--- src/rtl/denoise_scheduler_pkg.sv ---
// rtl/denoise_scheduler_pkg.sv - shared pixel widths and FSM encoding for the denoise scheduler
package denoise_pkg;

    localparam int PIX_W   = 8;
    localparam int WIN_PIX = 70;
    localparam int BLK_PIX = 9;
    localparam int OUT_PIX = 36;

    localparam int WIN_W = WIN_PIX * PIX_W;
    localparam int BLK_W = BLK_PIX * PIX_W;
    localparam int OUT_W = OUT_PIX * PIX_W;

    typedef enum logic [1:0] {
        IDLE,
        RUN,
        DRAIN,
        DONE
    } sched_state_t;

endpackage

--- src/rtl/denoise_scheduler_fifo.sv ---
// rtl/denoise_scheduler_fifo.sv - synchronous result FIFO with occupancy count
module sched_fifo #(
    parameter int W     = 8,
    parameter int DEPTH = 4
) (
    input  logic                     clk_i,
    input  logic                     rst_i,
    input  logic                     push_i,
    input  logic [W-1:0]             push_data_i,
    input  logic                     pop_i,
    output logic [W-1:0]             pop_data_o,
    output logic [$clog2(DEPTH):0]   count_o,
    output logic                     empty_o
);

    localparam int AW = $clog2(DEPTH);

    logic [W-1:0]  mem_q [DEPTH];
    logic [AW-1:0] wr_ptr_q;
    logic [AW-1:0] rd_ptr_q;
    logic [AW:0]   count_q;
    logic          do_push;
    logic          do_pop;

    assign empty_o = (count_q == '0);
    assign do_pop  = pop_i && !empty_o;
    // A full FIFO still accepts a push when the head leaves in the same cycle.
    assign do_push = push_i && ((count_q != (AW+1)'(DEPTH)) || do_pop);

    always_ff @(posedge clk_i) begin
        if (do_push) begin
            mem_q[wr_ptr_q] <= push_data_i;
        end
    end

    always_ff @(posedge clk_i) begin
        if (rst_i) begin
            wr_ptr_q <= '0;
            rd_ptr_q <= '0;
            count_q  <= '0;
        end else begin
            if (do_push) begin
                wr_ptr_q <= wr_ptr_q + AW'(1);
            end
            if (do_pop) begin
                rd_ptr_q <= rd_ptr_q + AW'(1);
            end
            case ({do_push, do_pop})
                2'b10:   count_q <= count_q + (AW+1)'(1);
                2'b01:   count_q <= count_q - (AW+1)'(1);
                default: count_q <= count_q;
            endcase
        end
    end

    assign pop_data_o = mem_q[rd_ptr_q];
    assign count_o    = count_q;

endmodule

--- src/rtl/denoise_scheduler.sv ---
// rtl/denoise_scheduler.sv - frame sequencer feeding the denoise core and packing 6x6 result tiles
// Optional stall counter output enabled by DENOISE_SCHED_STALL_CNT_EN.
module denoise_scheduler
    import denoise_pkg::*;
#(
    parameter int DN_LAT     = 3,
    parameter int FIFO_DEPTH = 4,
    parameter int TW         = 8
) (
    input  logic              clk,
    input  logic              rst,
    input  logic              start,
    input  logic [TW-1:0]     cfg_tiles_x,
    input  logic [TW-1:0]     cfg_tiles_y,
    output logic              busy,
    output logic              frame_done,
    input  logic              win_valid,
    output logic              win_ready,
    input  logic [WIN_W-1:0]  win_data,
    output logic [WIN_W-1:0]  dn_pix,
    input  logic [BLK_W-1:0]  dn_blk0,
    input  logic [BLK_W-1:0]  dn_blk1,
    input  logic [BLK_W-1:0]  dn_blk2,
    input  logic [BLK_W-1:0]  dn_blk3,
    output logic              out_valid,
    input  logic              out_ready,
    output logic [OUT_W-1:0]  out_data,
    output logic [TW-1:0]     out_x,
    output logic [TW-1:0]     out_y,
    output logic              out_last
`ifdef DENOISE_SCHED_STALL_CNT_EN
    ,
    output logic [31:0]       stall_cnt
`endif
);

    localparam int STAGES = DN_LAT + 1;
    localparam int CNT_W  = $clog2(FIFO_DEPTH) + 1;
    localparam int FIFO_W = OUT_W + 2 * TW + 1;

    sched_state_t     state_q;
    logic [TW-1:0]    tiles_x_q;
    logic [TW-1:0]    tiles_y_q;
    logic [TW-1:0]    x_q;
    logic [TW-1:0]    y_q;
    logic [CNT_W-1:0] inflight_q;
    logic [WIN_W-1:0] dn_pix_q;

    logic [STAGES-1:0] tag_v_q;
    logic [TW-1:0]     tag_x_q [STAGES];
    logic [TW-1:0]     tag_y_q [STAGES];
    logic              tag_l_q [STAGES];

    logic [CNT_W-1:0] fifo_count;
    logic             fifo_empty;
    logic [FIFO_W-1:0] fifo_wdata;
    logic [FIFO_W-1:0] fifo_rdata;
    logic [OUT_W-1:0]  rd_data;
    logic [TW-1:0]     rd_x;
    logic [TW-1:0]     rd_y;
    logic              rd_last;

    logic [CNT_W:0] credit_sum;
    logic           credit_ok;
    logic           issue;
    logic           push;
    logic           pop;
    logic           x_end;
    logic           last_pos;

    // Core cannot stall, so every issued window must already own a FIFO slot.
    assign credit_sum = {1'b0, inflight_q} + {1'b0, fifo_count};
    assign credit_ok  = credit_sum < (CNT_W+1)'(FIFO_DEPTH);
    assign win_ready  = (state_q == RUN) && credit_ok;
    assign issue      = win_valid && win_ready;
    assign push       = tag_v_q[STAGES-1];
    assign pop        = out_valid && out_ready;

    assign x_end    = (x_q == tiles_x_q - TW'(1));
    assign last_pos = x_end && (y_q == tiles_y_q - TW'(1));

    assign busy       = (state_q != IDLE);
    assign frame_done = (state_q == DONE);

    always_ff @(posedge clk) begin
        if (rst) begin
            state_q   <= IDLE;
            tiles_x_q <= '0;
            tiles_y_q <= '0;
            x_q       <= '0;
            y_q       <= '0;
        end else begin
            case (state_q)
                IDLE: begin
                    if (start) begin
                        tiles_x_q <= cfg_tiles_x;
                        tiles_y_q <= cfg_tiles_y;
                        x_q       <= '0;
                        y_q       <= '0;
                        if (cfg_tiles_x == '0 || cfg_tiles_y == '0) begin
                            state_q <= DONE;
                        end else begin
                            state_q <= RUN;
                        end
                    end
                end
                RUN: begin
                    if (issue) begin
                        if (last_pos) begin
                            state_q <= DRAIN;
                        end else if (x_end) begin
                            x_q <= '0;
                            y_q <= y_q + TW'(1);
                        end else begin
                            x_q <= x_q + TW'(1);
                        end
                    end
                end
                DRAIN: begin
                    if (inflight_q == '0 && fifo_empty) begin
                        state_q <= DONE;
                    end
                end
                DONE:    state_q <= IDLE;
                default: state_q <= IDLE;
            endcase
        end
    end

    always_ff @(posedge clk) begin
        if (rst) begin
            inflight_q <= '0;
        end else if (issue && !push) begin
            inflight_q <= inflight_q + CNT_W'(1);
        end else if (!issue && push) begin
            inflight_q <= inflight_q - CNT_W'(1);
        end
    end

    always_ff @(posedge clk) begin
        if (rst) begin
            dn_pix_q <= '0;
        end else if (issue) begin
            dn_pix_q <= win_data;
        end
    end

    assign dn_pix = dn_pix_q;

    // Tag pipeline mirrors the core latency plus the dn_pix register stage.
    always_ff @(posedge clk) begin
        if (rst) begin
            tag_v_q <= '0;
        end else begin
            tag_v_q <= {tag_v_q[STAGES-2:0], issue};
        end
    end

    always_ff @(posedge clk) begin
        tag_x_q[0] <= x_q;
        tag_y_q[0] <= y_q;
        tag_l_q[0] <= last_pos;
        for (int i = 1; i < STAGES; i++) begin
            tag_x_q[i] <= tag_x_q[i-1];
            tag_y_q[i] <= tag_y_q[i-1];
            tag_l_q[i] <= tag_l_q[i-1];
        end
    end

    assign fifo_wdata = {dn_blk3, dn_blk2, dn_blk1, dn_blk0,
                         tag_x_q[STAGES-1], tag_y_q[STAGES-1], tag_l_q[STAGES-1]};

    sched_fifo #(
        .W     (FIFO_W),
        .DEPTH (FIFO_DEPTH)
    ) u_fifo (
        .clk_i       (clk),
        .rst_i       (rst),
        .push_i      (push),
        .push_data_i (fifo_wdata),
        .pop_i       (pop),
        .pop_data_o  (fifo_rdata),
        .count_o     (fifo_count),
        .empty_o     (fifo_empty)
    );

    assign {rd_data, rd_x, rd_y, rd_last} = fifo_rdata;

    // Unoccupied FIFO slots hold stale data; present zeros instead.
    assign out_valid = !fifo_empty;
    assign out_data  = out_valid ? rd_data : '0;
    assign out_x     = out_valid ? rd_x    : '0;
    assign out_y     = out_valid ? rd_y    : '0;
    assign out_last  = out_valid && rd_last;

`ifdef DENOISE_SCHED_STALL_CNT_EN
    logic [31:0] stall_cnt_q;

    always_ff @(posedge clk) begin
        if (rst) begin
            stall_cnt_q <= '0;
        end else if (state_q == IDLE && start) begin
            stall_cnt_q <= '0;
        end else if (state_q == RUN && win_valid && !win_ready && stall_cnt_q != '1) begin
            stall_cnt_q <= stall_cnt_q + 32'd1;
        end
    end

    assign stall_cnt = stall_cnt_q;
`endif

endmodule
--- config.mk ---
export PLATFORM = sky130hd
export DESIGN_NAME = denoise_scheduler
export DESIGN_NICKNAME = d
export VERILOG_FILES = /design/src/rtl/denoise_scheduler_pkg.sv /design/src/rtl/denoise_scheduler_fifo.sv /design/src/rtl/denoise_scheduler.sv
export SDC_FILE = /design/constraint.sdc
export NUM_CORES = 2
export LEC_CHECK = 0
export CAP_MARGIN = 20
export CORE_AREA = 5 5 681 683
export CTS_BUF_LIST = sky130_fd_sc_hd__clkbuf_4
export DETAILED_ROUTE_END_ITERATION = 8
export DIE_AREA = 0 0 686 688
export HOLD_SLACK_MARGIN = 0.05
export PLACE_DENSITY = 0.3
export SYNTH_ARGS = -nofsm -noshare
export SYNTH_HDL_FRONTEND = slang
export SYNTH_SLANG_ARGS = --single-unit
--- constraint.sdc ---
create_clock -name clk -period 16.25 [get_ports clk]
set_clock_uncertainty 0.05 [all_clocks]
set_input_delay 3.25 -clock clk [delete_from_list [all_inputs] [get_ports clk]]
set_output_delay 3.25 -clock clk [all_outputs]
set_load 0.02 [all_outputs]
# ---- Word level (Yosys, flattened, before mapping)
# Memories as Yosys holds them, arrays and structs flattened. A register that Yosys moved wholly into a read port is not among the register bits.
# Cells that the tools add are included.
# W data, S select, Z words.
dict set report classes {
  mux 25
  magnitude_cmp 1
  mul 0
  reduce_logical 28
  eq_ne 14
  n_div 0
  addsub 11
  bitwise 0
  shift 0
}
# cell n
set op_table {}
lappend op_table {{$mux W288} 1}
lappend op_table {{$mux W8} 9}
lappend op_table {{$pmux W8 S2} 2}
lappend op_table {{$add A8 B1 Y8 const B} 2}
lappend op_table {{$eq A8 B8 Y1} 2}
lappend op_table {{$logic_not A8 Y1} 2}
lappend op_table {{$sub A8 B1 Y8 const B} 2}
lappend op_table {{$mux W2} 7}
lappend op_table {{$ne A2 B2 Y1 const B} 6}
lappend op_table {{$logic_and A1 B1 Y1} 10}
lappend op_table {{$pmux W2 S4} 1}
lappend op_table {{$reduce_and A4 Y1} 2}
lappend op_table {{$reduce_bool A2 Y1} 4}
lappend op_table {{$add A3 B1 Y3 const B} 2}
lappend op_table {{$eq A2 B2 Y1 const B} 3}
lappend op_table {{$logic_not A3 Y1} 2}
lappend op_table {{$mux W3} 2}
lappend op_table {{$pmux W3 S2} 1}
lappend op_table {{$sub A3 B1 Y3 const B} 2}
lappend op_table {{$reduce_and A5 Y1} 1}
lappend op_table {{$add A2 B1 Y2 const B} 2}
lappend op_table {{$add A3 B3 Y4} 1}
lappend op_table {{$eq A2 B1 Y1 const B} 2}
lappend op_table {{$lt A4 B3 Y1 const B} 1}
lappend op_table {{6 further kinds} 10}
dict set report totals {
  latchBits 0
  mem_bits_ro 0
  out_inout_bits 869
  mem_count 4
  mem_bits_rw 1288
  input_bits 869
  regBits 608
  elab_cells 94
}
# name words word_bits read_ports rd_clocked_by_memory_dff wr line_no
set memory_table {}
lappend memory_table {u_fifo.mem_q 4 305 1 1 1 denoise_scheduler_fifo.sv:18} ;# logic [W-1:0] mem_q [DEPTH];
lappend memory_table {tag_x_q 4 8 4 0 4 denoise_scheduler.sv:50} ;# logic [TW-1:0] tag_x_q [STAGES];
lappend memory_table {tag_y_q 4 8 4 0 4 denoise_scheduler.sv:51} ;# logic [TW-1:0] tag_y_q [STAGES];
lappend memory_table {tag_l_q 4 1 4 0 4 denoise_scheduler.sv:52} ;# logic tag_l_q [STAGES];

# ---- Logic depth before layout (Yosys ltp)
dict set report depth {
  word_depth 8
  ltp_mapped 14
  mapped_depth_nobuf 12
}

# ---- Modules after synthesis
# From an unflattened synthesis, not the netlist that was laid out.
dict set report hier_totals {
  cells_unflattened 4802
  area_unflattened_um2 69452.9
}
# module seq_area_each_um2 instances area_each_um2 cells_per_inst
set by_module_without_submodules {}
lappend by_module_without_submodules {sched_fifo 36815.3 1 44541.5 1650}
lappend by_module_without_submodules {denoise_scheduler 13392.8 1 24911.4 3152}

# ---- Worst setup path before layout
# No wires, ideal clock.
dict set report synth_timing {
  path_kind {input-to-reg}
  start {in out_ready}
  end {mem u_fifo.mem_q[0][0] (netlist name) (enable)}
  path_buffers 1
  required_ns 15.494
  arrival_time_ns 10.949
  stages 4
  slack_ns 4.546
  path_cell_list {clkbuf_1 inv_1 a31oi_1 and2_1}
}
dict set report synth_via {
  elab_chain_cells 6
}
# item line_no
set synth_lines {}
lappend synth_lines {{start, declared} denoise_scheduler.sv:26} ;# input logic out_ready,
lappend synth_lines {{$logic_and A1 B1 Y1} denoise_scheduler.sv:77} ;# assign pop = out_valid && out_ready;
lappend synth_lines {{$logic_and A1 B1 Y1} denoise_scheduler_fifo.sv:26} ;# assign do_pop = pop_i && !empty_o;
lappend synth_lines {{$logic_or A1 B1 Y1} denoise_scheduler_fifo.sv:28} ;# assign do_push = push_i && ((count_q != (AW+1)'(DEPTH)) || do_pop);
lappend synth_lines {{$logic_and A1 B1 Y1} denoise_scheduler_fifo.sv:28}
lappend synth_lines {{$mux W1} denoise_scheduler_fifo.sv:31} ;# if (do_push) begin
lappend synth_lines {{$mux W1 (implied by the code)} denoise_scheduler_fifo.sv:32} ;# mem_q[wr_ptr_q] <= push_data_i;
lappend synth_lines {{end, declared} denoise_scheduler_fifo.sv:18}
# Every way passes these cells.

==> flow_metrics.py <==
metrics = {
    "synth": {
        "synth_flop_cell": "edfxtp_1",
        "yosys.cell_count.top_type": "edfxtp_1",
        "synth_cells": 4784,
        "yosysTopAreaCellShare_pct": 53.1,
        "seq_area_frac_synth_pct": 72.8,
        "ys_top_cells_by_count": "edfxtp_1 (1220), nand2_1 (1166), dfxtp_1 (678)",
        "yosysWarnings": 0,
        "yosys_register_bits": 1898,
        "ys_types": 57,
        "synth_nets": 5671,
        "synth_top_cell_by_area": "edfxtp_1",
        "synth_edf_count": 1220,
        "syn_area_um2": 69000,
        "ys_async_sr_fraction_pct": 0,
        "avgSynthCellArea_um2": 14.4,
        "synthTopCellsByArea": "edfxtp_1 (53%), dfxtp_1 (20%), mux4_2 (10%)",
    },
    "outcome": {
        "status": "finished clean",
    },
    "placed_design": {
        "port_buffers": 1737,
        "gp_congestion": 1.01,
        "hpwl_um": 305000,
        "dpl_worst_slack_ns": 7.98,
    },
    "cells_and_area": {
        "layout-drive-gt1-share_pct": 18.0,
        "regArea_um2": 50200,
        "fill_cells": 49019,
        "area_delta_synth_final_pct": 46.5,
        "multi_input_area_um2": 17600,
        "finalNetCount": 7761,
    },
    "routing": {
        "drcViolationCount": 0,
        "drtIter0Drc": 2335,
        "post_drt_wl_per_cell_um": 29.8,
        "wirelength_um": 400000,
        "viasPerCell": 3.71,
        "drtPass1Iterations": 5,
        "dr_total_vias": 49671,
        "ant_nets": 0,
    },
    "flow_run": {
        "drv_cap": 0,
    },
    "power": {
        "max-vdd-ir-drop_mv": 0.0595,
        "powerDensity_nw_per_um2": 126,
        "power.total_w": 0.0127,
        "p_leak_nw": 32.3,
    },
    "setup_path": {
        "cp.required_ns": 12.95,
        "startpoint_type": "flip-flop",
        "critical_path.top_delay_family": "buffers and inverters",
        "crit_chain": "buf_4 -> buf_4 -> buf_4 -> mux4_2 -> and2_1 -> clkdlybuf4s50_1",
        "max_stage_delay_ns": 0.87,
        "path_class": "flip-flop to output pin",
        "cpMostUsedCell": "buf_4",
        "crit_slowest_cell": "dfxtp_4",
        "path_buf_inv": 4,
        "crit_path_max_fanout": 42,
        "critPathCaptureType": "output pin",
        "crit_arrival_ns": 6.15,
    },
    "global_routing": {
        "overflow": 0,
        "antenna_found_initial": 284,
        "grt_max_degree": 184,
        "grt_use_total_pct": 16.2,
        "grt_pass1_wl_um": 512000,
        "grt_pass1_vias": 52589,
    },
    "timing": {
        "period_share_pct": 58.2,
        "finalSetupViolCount": 0,
        "finalCriticalPeriod_ns": 9.45,
        "whs_ns": 0.269,
        "worst_pin_slew_ns": 1.25,
        "setup_slack_ns": 6.80,
        "max_slew_margin_pct": 16.7,
        "maxSlewViolCount": 0,
        "max_freq_ghz": 0.106,
        "finalHoldViolCount": 0,
        "setup_tns_ns": 0,
        "rsz0062_at_grt": "false",
    },
    "floorplan": {
        "io_pins": 1738,
        "core_area_um2": 458000,
        "dieArea_um2": 472000,
        "initial_core_util_pct": 15.1,
        "row_count": 249,
        "die_y_um": 688,
        "die_x_um": 686,
    },
    "hold_path": {
        "hold_class": "flip-flop to flip-flop",
    },
    "clocking": {
        "clk_latency_ns": 1.50,
        "clockRootBuffer": "clkbuf_4",
        "cts_hold_buf": 0,
        "post_cts_resized": 0,
        "path_clk_slew_ns": 0.07,
        "numCtsBuffers": 604,
        "cts_setup_buffers": 0,
        "ctsHtreeMaxLevel": 6,
        "cts_max_path_buffers": 4,
        "cts_sinks": 1898,
        "cts_tree": "yes",
    },
}
kinds of logic (layout without fill, tap and decap cells):
kind of cell / after synthesis / in the layout / share of synthesized area, %
other: 0 / 76 / 0
buffers and inverters: 323 / 2824 / 1.77
AO/OA/AOI/OAI: 625 / 625 / 4.68
XOR/XNOR: 33 / 33 / 0.419
AND/OR/NAND/NOR: 1574 / 1574 / 9.95
adder cells (fa/ha/maj): 18 / 18 / 0.348
flip-flops: 1898 / 1898 / 72.8
multiplexers: 313 / 313 / 10.1
worst paths after layout:
| kind | start | endpoint | slack, ns | cells after the start |
|---|---|---|---|---|
| setup / recovery | flip-flop | out_data[129] | 6.80 | 6 |
| hold / removal | tag_y_q[0][3] | tag_y_q[1][3] | 0.27 | 0 |
| setup reg to reg | state_q[1] | dn_pix[499] | 10.34 | 11 |
| hold reg to reg | tag_y_q[0][3] | tag_y_q[1][3] | 0.27 | 0 |
worst reg2reg max path: stages (launching register included):
cell and delay [ns]:
dfxtp_1 0.34, inv_1 0.11, ha_1 0.59, or4b_1 0.52, a31oi_2 0.33, nand2_4 0.46, inv_8 0.80, buf_4 0.52
buf_4 0.74, buf_4 0.93, nand2_1 0.25, a21oi_1 0.17
flip-flops by register name, summed over array words and instances, names as in the netlist, named ones only:
signal / flops
u_fifo.mem_q: 1220
dn_pix: 560
tag_x_q: 32
tag_y_q: 32
tiles_x_q: 8
tiles_y_q: 8
x_q: 8
y_q: 8
tag_l_q: 4
tag_v_q: 4
inflight_q: 3
u_fifo.count_o: 3
state_q: 2
u_fifo.rd_ptr_q: 2
u_fifo.wr_ptr_q: 2
layout make-up:
cell class / instances / area share [%]
sequential: 1898 / 49.7
timing repair buffer: 1788 / 17.7
multi-input combinational: 2563 / 17.4
tap: 6024 / 7.46
clock buffer: 867 / 6.44
clock inverter: 150 / 1.04
antenna: 76 / 0.188
inverter: 19 / 0.0780
through the flow:
stage | util (%) | instances | area [µm²]
floorplan | - | 4784 | 69000
global placement | 20.4 | 12292 | 93300
detailed placement | 20.4 | 12292 | 93300
CTS | 22.0 | 13309 | 101000
global route | 22.1 | 13331 | 101000
finish | 22.1 | 13385 | 101000
routing by layer:
| metal | up-vias | track usage (%) | wire, µm |
|---|---|---|---|
| met1 | 24450 | 13.1 | 113000 |
| met4 | 156 | 7.71 | 22100 |
| met2 | 2153 | 31.8 | 221000 |
| li1 | 21887 | - | - |
| met3 | 1025 | 8.17 | 42500 |
| met5 | - | 0 | 1030 |
placed cells by master, fill, tap and decap left out, drive strengths merged, types with 37 or more instances in the layout:
cell type / synthesis / layout
dfxtp: 678 / 678
clkdlybuf4s50: 0 / 1736
mux4: 305 / 305
a21oi: 589 / 589
diode: 0 / 76
and2: 311 / 311
clkbuf: 258 / 867
clkinv: 1 / 110
inv: 18 / 37
nand2: 1166 / 1166
buf: 46 / 52
edfxtp: 1220 / 1220
report_power, final:
part	total, W	switching [W]	internal [W]
Combinational	0.00222	0.00144	0.000781
Clock	0.00493	0.00229	0.00264
Sequential	0.00554	0.000163	0.00538
Power figures use the tool's default switching activity.
